==> src/rtl/fft_pkg.sv <==
// Shared fixed-point FFT definitions for the forward and inverse butterfly datapaths.
package fft_pkg;

  localparam int unsigned FFT_W    = 16;
  localparam int unsigned FRAC     = FFT_W - 1;
  localparam int unsigned NARROW_W = 64;

  typedef struct packed {
    logic signed [FFT_W-1:0] re;
    logic signed [FFT_W-1:0] im;
  } cplx_t;

  typedef struct packed {
    logic ovf;
    logic clamp;
    logic neg;
  } narrow_t;

  // Range check of a sign-extended wide result against signed w bits; the caller
  // selects the clamp value or the low w bits from the returned decision.
  function automatic narrow_t sat_narrow(input logic signed [NARROW_W-1:0] v,
                                         input int unsigned               w,
                                         input logic                      sat_en);
    logic signed [NARROW_W-1:0] hi;
    narrow_t                    r;
    hi      = $signed((NARROW_W'(1) << (w - 1)) - NARROW_W'(1));
    r.ovf   = (v > hi) || (v < ~hi);
    r.clamp = sat_en && r.ovf;
    r.neg   = v[NARROW_W-1];
    return r;
  endfunction

endpackage

==> src/rtl/cmul_conj_pipe.sv <==
// Two-stage conjugate complex multiply (d * conj(w)) with Q-format shift and narrowing.
module cmul_conj_pipe
  import fft_pkg::*;
#(
  parameter int unsigned WIDTH  = 16,
  parameter int unsigned SCALE  = 1,
  parameter bit          SAT_EN = 1'b0
) (
  input  logic                    clk,
  input  logic                    rst_n,
  input  logic                    ld2_i,
  input  logic                    ld3_i,
  input  logic signed [WIDTH:0]   d_re_i,
  input  logic signed [WIDTH:0]   d_im_i,
  input  logic signed [WIDTH-1:0] w_re_i,
  input  logic signed [WIDTH-1:0] w_im_i,
  output logic signed [WIDTH-1:0] y_re_o,
  output logic signed [WIDTH-1:0] y_im_o,
  output logic                    y_ovf_o
);

  localparam int unsigned PW    = 2 * WIDTH + 1;
  localparam int unsigned SW    = PW + 1;
  localparam int unsigned SHIFT = WIDTH - 1 + SCALE;
  localparam logic [WIDTH-1:0] Q_MAX = {1'b0, {(WIDTH-1){1'b1}}};
  localparam logic [WIDTH-1:0] Q_MIN = {1'b1, {(WIDTH-1){1'b0}}};

  logic signed [PW-1:0]    p_rr_q, p_ii_q, p_ir_q, p_ri_q;
  logic signed [SW-1:0]    y_re_w, y_im_w;
  logic signed [WIDTH-1:0] y_re_d, y_im_d;
  narrow_t                 n_re, n_im;

  always_ff @(posedge clk or negedge rst_n) begin : s2_reg
    if (!rst_n) begin
      p_rr_q <= '0;
      p_ii_q <= '0;
      p_ir_q <= '0;
      p_ri_q <= '0;
    end else if (ld2_i) begin
      p_rr_q <= PW'(d_re_i) * PW'(w_re_i);
      p_ii_q <= PW'(d_im_i) * PW'(w_im_i);
      p_ir_q <= PW'(d_im_i) * PW'(w_re_i);
      p_ri_q <= PW'(d_re_i) * PW'(w_im_i);
    end
  end

  // conj(w) flips the sign of the cross terms relative to a plain multiply
  always_comb begin
    y_re_w = SW'(p_rr_q) + SW'(p_ii_q);
    y_im_w = SW'(p_ir_q) - SW'(p_ri_q);
    n_re   = sat_narrow(NARROW_W'(y_re_w >>> SHIFT), WIDTH, SAT_EN);
    n_im   = sat_narrow(NARROW_W'(y_im_w >>> SHIFT), WIDTH, SAT_EN);
    y_re_d = n_re.clamp ? (n_re.neg ? Q_MIN : Q_MAX) : WIDTH'(y_re_w >>> SHIFT);
    y_im_d = n_im.clamp ? (n_im.neg ? Q_MIN : Q_MAX) : WIDTH'(y_im_w >>> SHIFT);
  end

  always_ff @(posedge clk or negedge rst_n) begin : s3_reg
    if (!rst_n) begin
      y_re_o  <= '0;
      y_im_o  <= '0;
      y_ovf_o <= 1'b0;
    end else if (ld3_i) begin
      y_re_o  <= y_re_d;
      y_im_o  <= y_im_d;
      y_ovf_o <= n_re.ovf | n_im.ovf;
    end
  end

endmodule

==> src/rtl/ibutterfly_dif_pipe.sv <==
// Pipelined radix-2 DIF inverse butterfly, 3 stages with global stall.
// Define IBFLY_SAT_EN to clamp overflowing outputs instead of wrapping.
module ibutterfly_dif_pipe
  import fft_pkg::*;
#(
  parameter int unsigned WIDTH = 16,
  parameter int unsigned SCALE = 1,
  parameter int unsigned TAG_W = 8
) (
  input  logic                    clk,
  input  logic                    rst_n,
  input  logic                    in_valid,
  output logic                    in_ready,
  input  logic signed [WIDTH-1:0] a_re,
  input  logic signed [WIDTH-1:0] a_im,
  input  logic signed [WIDTH-1:0] b_re,
  input  logic signed [WIDTH-1:0] b_im,
  input  logic signed [WIDTH-1:0] w_re,
  input  logic signed [WIDTH-1:0] w_im,
  input  logic [TAG_W-1:0]        in_tag,
  output logic                    out_valid,
  input  logic                    out_ready,
  output logic signed [WIDTH-1:0] X_re,
  output logic signed [WIDTH-1:0] X_im,
  output logic signed [WIDTH-1:0] Y_re,
  output logic signed [WIDTH-1:0] Y_im,
  output logic [TAG_W-1:0]        out_tag,
  output logic                    ovf,
  input  logic                    ovf_clr
);

`ifdef IBFLY_SAT_EN
  localparam bit SAT_EN = 1'b1;
`else
  localparam bit SAT_EN = 1'b0;
`endif
  localparam int unsigned    EW    = WIDTH + 1;
  localparam logic [WIDTH-1:0] Q_MAX = {1'b0, {(WIDTH-1){1'b1}}};
  localparam logic [WIDTH-1:0] Q_MIN = {1'b1, {(WIDTH-1){1'b0}}};

  logic                    en_c, xfer_c;
  logic                    v1_q, v2_q;
  logic signed [EW-1:0]    s_re_q, s_im_q, d_re_q, d_im_q, s2_re_q, s2_im_q;
  logic signed [WIDTH-1:0] w_re_q, w_im_q, x_re_d, x_im_d;
  logic [TAG_W-1:0]        tag1_q, tag2_q;
  logic                    x_ovf_q, y_ovf;
  narrow_t                 n_xre, n_xim;

  assign en_c     = !out_valid | out_ready;
  assign in_ready = en_c;
  assign xfer_c   = out_valid & out_ready;

  // S1: full-precision sum and difference, twiddle captured alongside
  always_ff @(posedge clk or negedge rst_n) begin : s1_reg
    if (!rst_n) begin
      v1_q   <= 1'b0;
      s_re_q <= '0;
      s_im_q <= '0;
      d_re_q <= '0;
      d_im_q <= '0;
      w_re_q <= '0;
      w_im_q <= '0;
      tag1_q <= '0;
    end else if (en_c) begin
      v1_q <= in_valid;
      if (in_valid) begin
        s_re_q <= EW'(a_re) + EW'(b_re);
        s_im_q <= EW'(a_im) + EW'(b_im);
        d_re_q <= EW'(a_re) - EW'(b_re);
        d_im_q <= EW'(a_im) - EW'(b_im);
        w_re_q <= w_re;
        w_im_q <= w_im;
        tag1_q <= in_tag;
      end
    end
  end

  // S2: sum and tag wait beside the products
  always_ff @(posedge clk or negedge rst_n) begin : s2_reg
    if (!rst_n) begin
      v2_q    <= 1'b0;
      s2_re_q <= '0;
      s2_im_q <= '0;
      tag2_q  <= '0;
    end else if (en_c) begin
      v2_q <= v1_q;
      if (v1_q) begin
        s2_re_q <= s_re_q;
        s2_im_q <= s_im_q;
        tag2_q  <= tag1_q;
      end
    end
  end

  cmul_conj_pipe #(
    .WIDTH  (WIDTH),
    .SCALE  (SCALE),
    .SAT_EN (SAT_EN)
  ) u_cmul (
    .clk     (clk),
    .rst_n   (rst_n),
    .ld2_i   (en_c & v1_q),
    .ld3_i   (en_c & v2_q),
    .d_re_i  (d_re_q),
    .d_im_i  (d_im_q),
    .w_re_i  (w_re_q),
    .w_im_i  (w_im_q),
    .y_re_o  (Y_re),
    .y_im_o  (Y_im),
    .y_ovf_o (y_ovf)
  );

  always_comb begin
    n_xre  = sat_narrow(NARROW_W'(s2_re_q >>> SCALE), WIDTH, SAT_EN);
    n_xim  = sat_narrow(NARROW_W'(s2_im_q >>> SCALE), WIDTH, SAT_EN);
    x_re_d = n_xre.clamp ? (n_xre.neg ? Q_MIN : Q_MAX) : WIDTH'(s2_re_q >>> SCALE);
    x_im_d = n_xim.clamp ? (n_xim.neg ? Q_MIN : Q_MAX) : WIDTH'(s2_im_q >>> SCALE);
  end

  always_ff @(posedge clk or negedge rst_n) begin : s3_reg
    if (!rst_n) begin
      out_valid <= 1'b0;
      X_re      <= '0;
      X_im      <= '0;
      x_ovf_q   <= 1'b0;
      out_tag   <= '0;
    end else if (en_c) begin
      out_valid <= v2_q;
      if (v2_q) begin
        X_re    <= x_re_d;
        X_im    <= x_im_d;
        x_ovf_q <= n_xre.ovf | n_xim.ovf;
        out_tag <= tag2_q;
      end
    end
  end

  // Sticky flag: a set on the transfer cycle beats a simultaneous clear
  always_ff @(posedge clk or negedge rst_n) begin : ovf_reg
    if (!rst_n) begin
      ovf <= 1'b0;
    end else if (xfer_c && (x_ovf_q || y_ovf)) begin
      ovf <= 1'b1;
    end else if (ovf_clr) begin
      ovf <= 1'b0;
    end
  end

endmodule

==> config.mk <==
export PLATFORM = sky130hd
export DESIGN_NAME = ibutterfly_dif_pipe
export DESIGN_NICKNAME = d
export VERILOG_FILES = /design/src/rtl/fft_pkg.sv /design/src/rtl/cmul_conj_pipe.sv /design/src/rtl/ibutterfly_dif_pipe.sv
export SDC_FILE = /design/constraint.sdc
export NUM_CORES = 2
export LEC_CHECK = 0
export CAP_MARGIN = 20
export CORE_MARGIN = 4
export CORE_UTILIZATION = 67
export DETAILED_ROUTE_END_ITERATION = 16
export MAX_ROUTING_LAYER = met4
export PLACE_DENSITY_LB_ADDON = 0.15
export SLEW_MARGIN = 20
export SYNTH_ARGS = -nofsm -noshare
export SYNTH_HDL_FRONTEND = slang
export SYNTH_SLANG_ARGS = --single-unit
==> constraint.sdc <==
create_clock -name clk -period 18.72 [get_ports clk]
set_input_delay 4.68 -clock clk [delete_from_list [all_inputs] [get_ports clk]]
set_output_delay 4.68 -clock clk [all_outputs]
set_load 0.1 [all_outputs]
==> impl_results.html <==
<table>
<tr><th>Metric</th><th>Value</th></tr>
<tr><th colspan="2">Outcome</th></tr>
<tr><td>Run status</td><td>finished, final reports clean</td></tr>
<tr><th colspan="2">Timing</th></tr>
<tr><td>Worst-Margin Slew</td><td>~1.1 ns</td></tr>
<tr><td>Min cycle time layout</td><td>11.39 ns</td></tr>
<tr><td>Hold Fails Final Rpt</td><td>0</td></tr>
<tr><td>Maximum clock frequency</td><td>between 0.08 and 0.09 GHz</td></tr>
<tr><td>Post-Route Skew</td><td>0.0329 ns</td></tr>
<tr><td>Setup TNS</td><td>0 ns</td></tr>
<tr><td>Share of the clock period used by the worst path after layout</td><td>0.608</td></tr>
<tr><td>Final Setup Violations</td><td>0</td></tr>
<tr><td>Slew Viols, Final</td><td>0</td></tr>
<tr><td>Final worst hold slack</td><td>0.464 ns</td></tr>
<tr><td>RSZ-0062 raised after global routing</td><td>false</td></tr>
<tr><td>Normalized max-slew margin</td><td>0.247</td></tr>
<tr><th colspan="2">Worst setup path</th></tr>
<tr><td>Maximum single-stage delay on the critical path</td><td>1.18 ns</td></tr>
<tr><td>Reg-to-reg slack, setup</td><td>11.15 ns</td></tr>
<tr><td>Maximum fanout along the worst path</td><td>9</td></tr>
<tr><td>Cell depth of the worst flop-to-flop path</td><td>21</td></tr>
<tr><td>Setup CP Type</td><td>primary input to output pin</td></tr>
<tr><td>Endpoint of the worst register-to-register path</td><td>u_cmul.p_ii_q[30]</td></tr>
<tr><td>Origin of the critical flop-to-flop path</td><td>w_im_q[15]</td></tr>
<tr><td>Arrival time at the worst endpoint</td><td>6.71 ns</td></tr>
<tr><td>Family with the most delay on the worst path</td><td>buffers and inverters</td></tr>
<tr><td>Combined buffer and inverter count along the critical path</td><td>3</td></tr>
<tr><td>Worst path slowest cell</td><td>clkdlybuf4s50_1</td></tr>
<tr><td>Critical Path Most Common Cell</td><td>clkdlybuf4s50_1</td></tr>
<tr><td>Required time at the endpoint of the critical path</td><td>14.04 ns</td></tr>
<tr><td>Critical-path cell list</td><td>clkdlybuf4s50_1 &gt; nand2b_1 &gt; buf_4 &gt; clkdlybuf4s50_1</td></tr>
<tr><td>Sort of element at the start of the critical path</td><td>primary input</td></tr>
<tr><td>Element type at the critical path end</td><td>output pin</td></tr>
<tr><td>Timing startpoint of the critical path</td><td>out_ready</td></tr>
<tr><th colspan="2">Logic synthesis</th></tr>
<tr><td>Cells after Synth</td><td>~6.5k</td></tr>
<tr><td>Number of unique standard cell types used by synthesis</td><td>81</td></tr>
<tr><td>Proportion of synthesized flip-flops having asynchronous set or reset</td><td>1.00</td></tr>
<tr><td>Mean area per synthesized cell</td><td>9.12 µm²</td></tr>
<tr><td>Area share of the largest cell type after synthesis</td><td>0.377</td></tr>
<tr><td>Number of flip-flops and latches in the synthesized netlist</td><td>between 300 and 400</td></tr>
<tr><td>Post-synthesis compound-gate area fraction</td><td>0.0741</td></tr>
<tr><td>Synth Area in Simple Gates</td><td>0.156</td></tr>
<tr><td>Xor and xnor fraction of the mapped netlist area</td><td>0.0305</td></tr>
<tr><td>Leading register cell type out of synthesis</td><td>dfrtp_1</td></tr>
<tr><td>Adder-cell area share of the yosys netlist</td><td>0.476</td></tr>
<tr><td>Area contributors post-synth</td><td>fa_1, dfrtp_1, ha_1, inv_1, nand2_1</td></tr>
<tr><td>Synth warn</td><td>0</td></tr>
<tr><td>Number of enable flip-flop cells after synthesis</td><td>0</td></tr>
<tr><td>Number of nets in the synthesized netlist</td><td>8,132</td></tr>
<tr><td>Dominant combinational cell family by area after synthesis</td><td>adder cells</td></tr>
<tr><td>Synth area leader</td><td>fa_1</td></tr>
<tr><td>Post-Syn Area</td><td>58,800 µm²</td></tr>
<tr><td>Multiplexer fraction of the synthesized cell area</td><td>0.00889</td></tr>
<tr><td>Post-synthesis sequential area ratio</td><td>0.151</td></tr>
<tr><th colspan="2">Placement</th></tr>
<tr><td>RD Place Congestion</td><td>between 0.9 and 1</td></tr>
<tr><td>DPL Wire Length</td><td>109,000 µm</td></tr>
<tr><td>Placed Instance Area</td><td>between 60,000 and 70,000 µm²</td></tr>
<tr><td>Port Buffer Count</td><td>183</td></tr>
<tr><th colspan="2">Route</th></tr>
<tr><td>Post-route DRC</td><td>0</td></tr>
<tr><td>Remaining number of nets flagged by the antenna check after routing</td><td>0</td></tr>
<tr><td>Via density per instance</td><td>around 5.7</td></tr>
<tr><td>WL/cell</td><td>between 15 and 20 µm</td></tr>
<tr><td>Vias after detailed routing</td><td>between 40k and 50k</td></tr>
<tr><td>Number of optimization iterations in the first detailed-route pass</td><td>5</td></tr>
<tr><td>Violation count after the first detailed-routing iteration</td><td>3,061</td></tr>
<tr><td>Overall routed net length</td><td>147,000 µm</td></tr>
<tr><th colspan="2">Min path</th></tr>
<tr><td>Worst Hold Class</td><td>flop to flop</td></tr>
<tr><td>Hold path startpoint</td><td>u_cmul.p_ir_q[0]</td></tr>
<tr><td>Hold-critical path depth</td><td>2</td></tr>
<tr><td>Hold Crit Endpoint</td><td>u_cmul.p_ir_q[0]</td></tr>
<tr><th colspan="2">Floorplan</th></tr>
<tr><td>Die area</td><td>a little over 90,000 µm²</td></tr>
<tr><td>Core area</td><td>approximately 87,000 µm²</td></tr>
<tr><td>Die height</td><td>between 300 and 400 µm</td></tr>
<tr><td>Effective utilization at floorplan</td><td>0.677</td></tr>
<tr><td>Number of I/O pins</td><td>~180</td></tr>
<tr><td>Die span in x</td><td>304 µm</td></tr>
<tr><td># rows</td><td>108</td></tr>
<tr><th colspan="2">Clocking</th></tr>
<tr><td>Number of clock sinks</td><td>~360</td></tr>
<tr><td>Root buffer selected by CTS</td><td>clkbuf_16</td></tr>
<tr><td>Number of levels the H-tree was split into</td><td>2</td></tr>
<tr><td>Buffer count from post-CTS setup fixing</td><td>0</td></tr>
<tr><td>Hold-fix buffers at CTS</td><td>0</td></tr>
<tr><td>CTS buffer count</td><td>44</td></tr>
<tr><td>Clock transition at the registers of the reported paths</td><td>0.06 ns</td></tr>
<tr><td>Max Root-Sink Buffers</td><td>3</td></tr>
<tr><td>Clock tree from TritonCTS</td><td>done</td></tr>
<tr><td>Clock insertion delay at the later pin of the skew report</td><td>0.63 ns</td></tr>
<tr><td>Number of instances resized during post-cts repair</td><td>0</td></tr>
<tr><th colspan="2">Cells and area</th></tr>
<tr><td>Layout Cell Area excl Fill</td><td>~63,000 µm²</td></tr>
<tr><td>Fraction of final layout cells sized beyond drive strength 1</td><td>0.0382</td></tr>
<tr><td>Nets</td><td>8,135</td></tr>
<tr><td>Storage cell area</td><td>8930 µm²</td></tr>
<tr><td>Area taken by multi-input logic gates</td><td>43,800 µm²</td></tr>
<tr><td>Relative area change from synthesis to final layout</td><td>7.24%</td></tr>
<tr><td>Count of filler cells inserted in the layout</td><td>6,545</td></tr>
<tr><td>Final Util</td><td>0.726</td></tr>
<tr><th colspan="2">Global route</th></tr>
<tr><td>Number of antenna violations at the first check in global routing</td><td>7</td></tr>
<tr><td>Largest net degree at the start of global routing</td><td>113</td></tr>
<tr><td>Vias in the first global route</td><td>46.1k</td></tr>
<tr><td>Overflow left after global routing</td><td>0</td></tr>
<tr><td>Global-route wire length before repair</td><td>between 200,000 and 250,000 µm</td></tr>
<tr><td>All-layer global routing usage</td><td>0.340</td></tr>
<tr><th colspan="2">Job</th></tr>
<tr><td>Total of max-cap violations</td><td>0</td></tr>
</table>
[cells in the mapped netlist (all sizes together), types with 4 or more instances]
cell     count
nand2     1070
inv       1332
buf         13
or3         12
fa        1108
nor3b        4
nand4       13
mux2        42
o22ai        6
nor4         4
and2       514
o21bai      32
o21a        21
a21oi      141
a211o        8
o31a         5
dfrtp      356
nor2b       25
o211ai      10
mux2i        5
o41ai        6
a31o         9
nor2       144
o311a        5
nand2b      44
a2111oi      4
and3        28
xor2        66
a21boi       6
o21ai      252
a31oi       17
nand3       36
clkbuf     280
a41oi        4
a21o        88
a211oi      23
or2         12
xnor2      139
o31ai       21
ha         464
nor3        47
[worst min-delay path: stages (launching register included)]
cell and delay [ns]:
dfrtp_1 0.33, nand2_1 0.05, nand2_1 0.05
[cells by family (layout without fill, tap and decap cells)]
kind of cell               after synthesis  count (layout)
and+or+nand+nor                       1961            1961
buffers and inverters                 1626            1662
adders and majority gates             1572            1572
AOI/OAI and AO/OA                      684             684
DFF                                    356             356
xor gates and xnor gates               205             205
muxes                                   47              47
other                                    0               4
[worst max-delay path by stage]
| stage | slack (ns) | end | cells after the start |
|---|---|---|---|
| finish | 7.33 | in_ready | 4 |
| global route | 7.29 | in_ready | 4 |
| CTS | 7.34 | in_ready | 4 |
| detailed placement | 7.35 | in_ready | 4 |
| global placement | 7.34 | in_ready | 4 |
| floorplan | 8.29 | in_ready | 2 |
[per-stage QoR]
step	setup WS, ns	std cells
after global placement	7.34	7563
after CTS	7.34	7642
final	7.33	7646
after floorplan	8.29	6451
after global routing	7.29	7645
after detailed placement	7.35	7563
[cell type report]
| type | count | share of cell area |
|---|---|---|
| flip-flops and latches | 356 | 0.142 |
| clock buffers | 56 | 0.0191 |
| well taps | 1155 | 0.0229 |
| inverters | 1333 | 0.0793 |
| diodes | 4 | 0.000159 |
| multi-input cells | 4469 | 0.695 |
| repair buffers | 250 | 0.0371 |
| clock inverters | 23 | 0.00484 |
[cell usage in the layout, fill, tap and decap left out, types with 42 or more instances in the layout]
cell type | synthesis | final
inv_1 | 1332 | 1332
fa_1 | 1108 | 1108
nand2_1 | 1070 | 1067
and2_1 | 511 | 510
ha_1 | 464 | 464
dfrtp_1 | 356 | 340
o21ai_0 | 238 | 238
clkdlybuf4s50_1 | 0 | 182
nor2_1 | 144 | 144
a21oi_1 | 138 | 138
xnor2_1 | 139 | 138
a21o_1 | 88 | 88
buf_4 | 0 | 67
xor2_1 | 66 | 66
nor3_1 | 47 | 47
nand2b_1 | 44 | 44
clkbuf_16 | 0 | 44
mux2_2 | 42 | 42
[per-layer routing]
| layer | vias to the layer above | part of all wire | routed length [µm] | track usage |
|---|---|---|---|---|
| li1 | 19400 | - | - | - |
| met1 | 22100 | 0.40 | 58900 | 0.450 |
| met2 | 1649 | 0.47 | 68800 | 0.536 |
| met3 | 321 | 0.079 | 11600 | 0.0512 |
| met4 | 0 | 0.050 | 7320 | 0.131 |
| met5 | - | 0 | 0 | - |
Power is left out: the tool's default activity adds up to more than one toggle a clock period on the data nets, which glitch-free logic cannot reach.
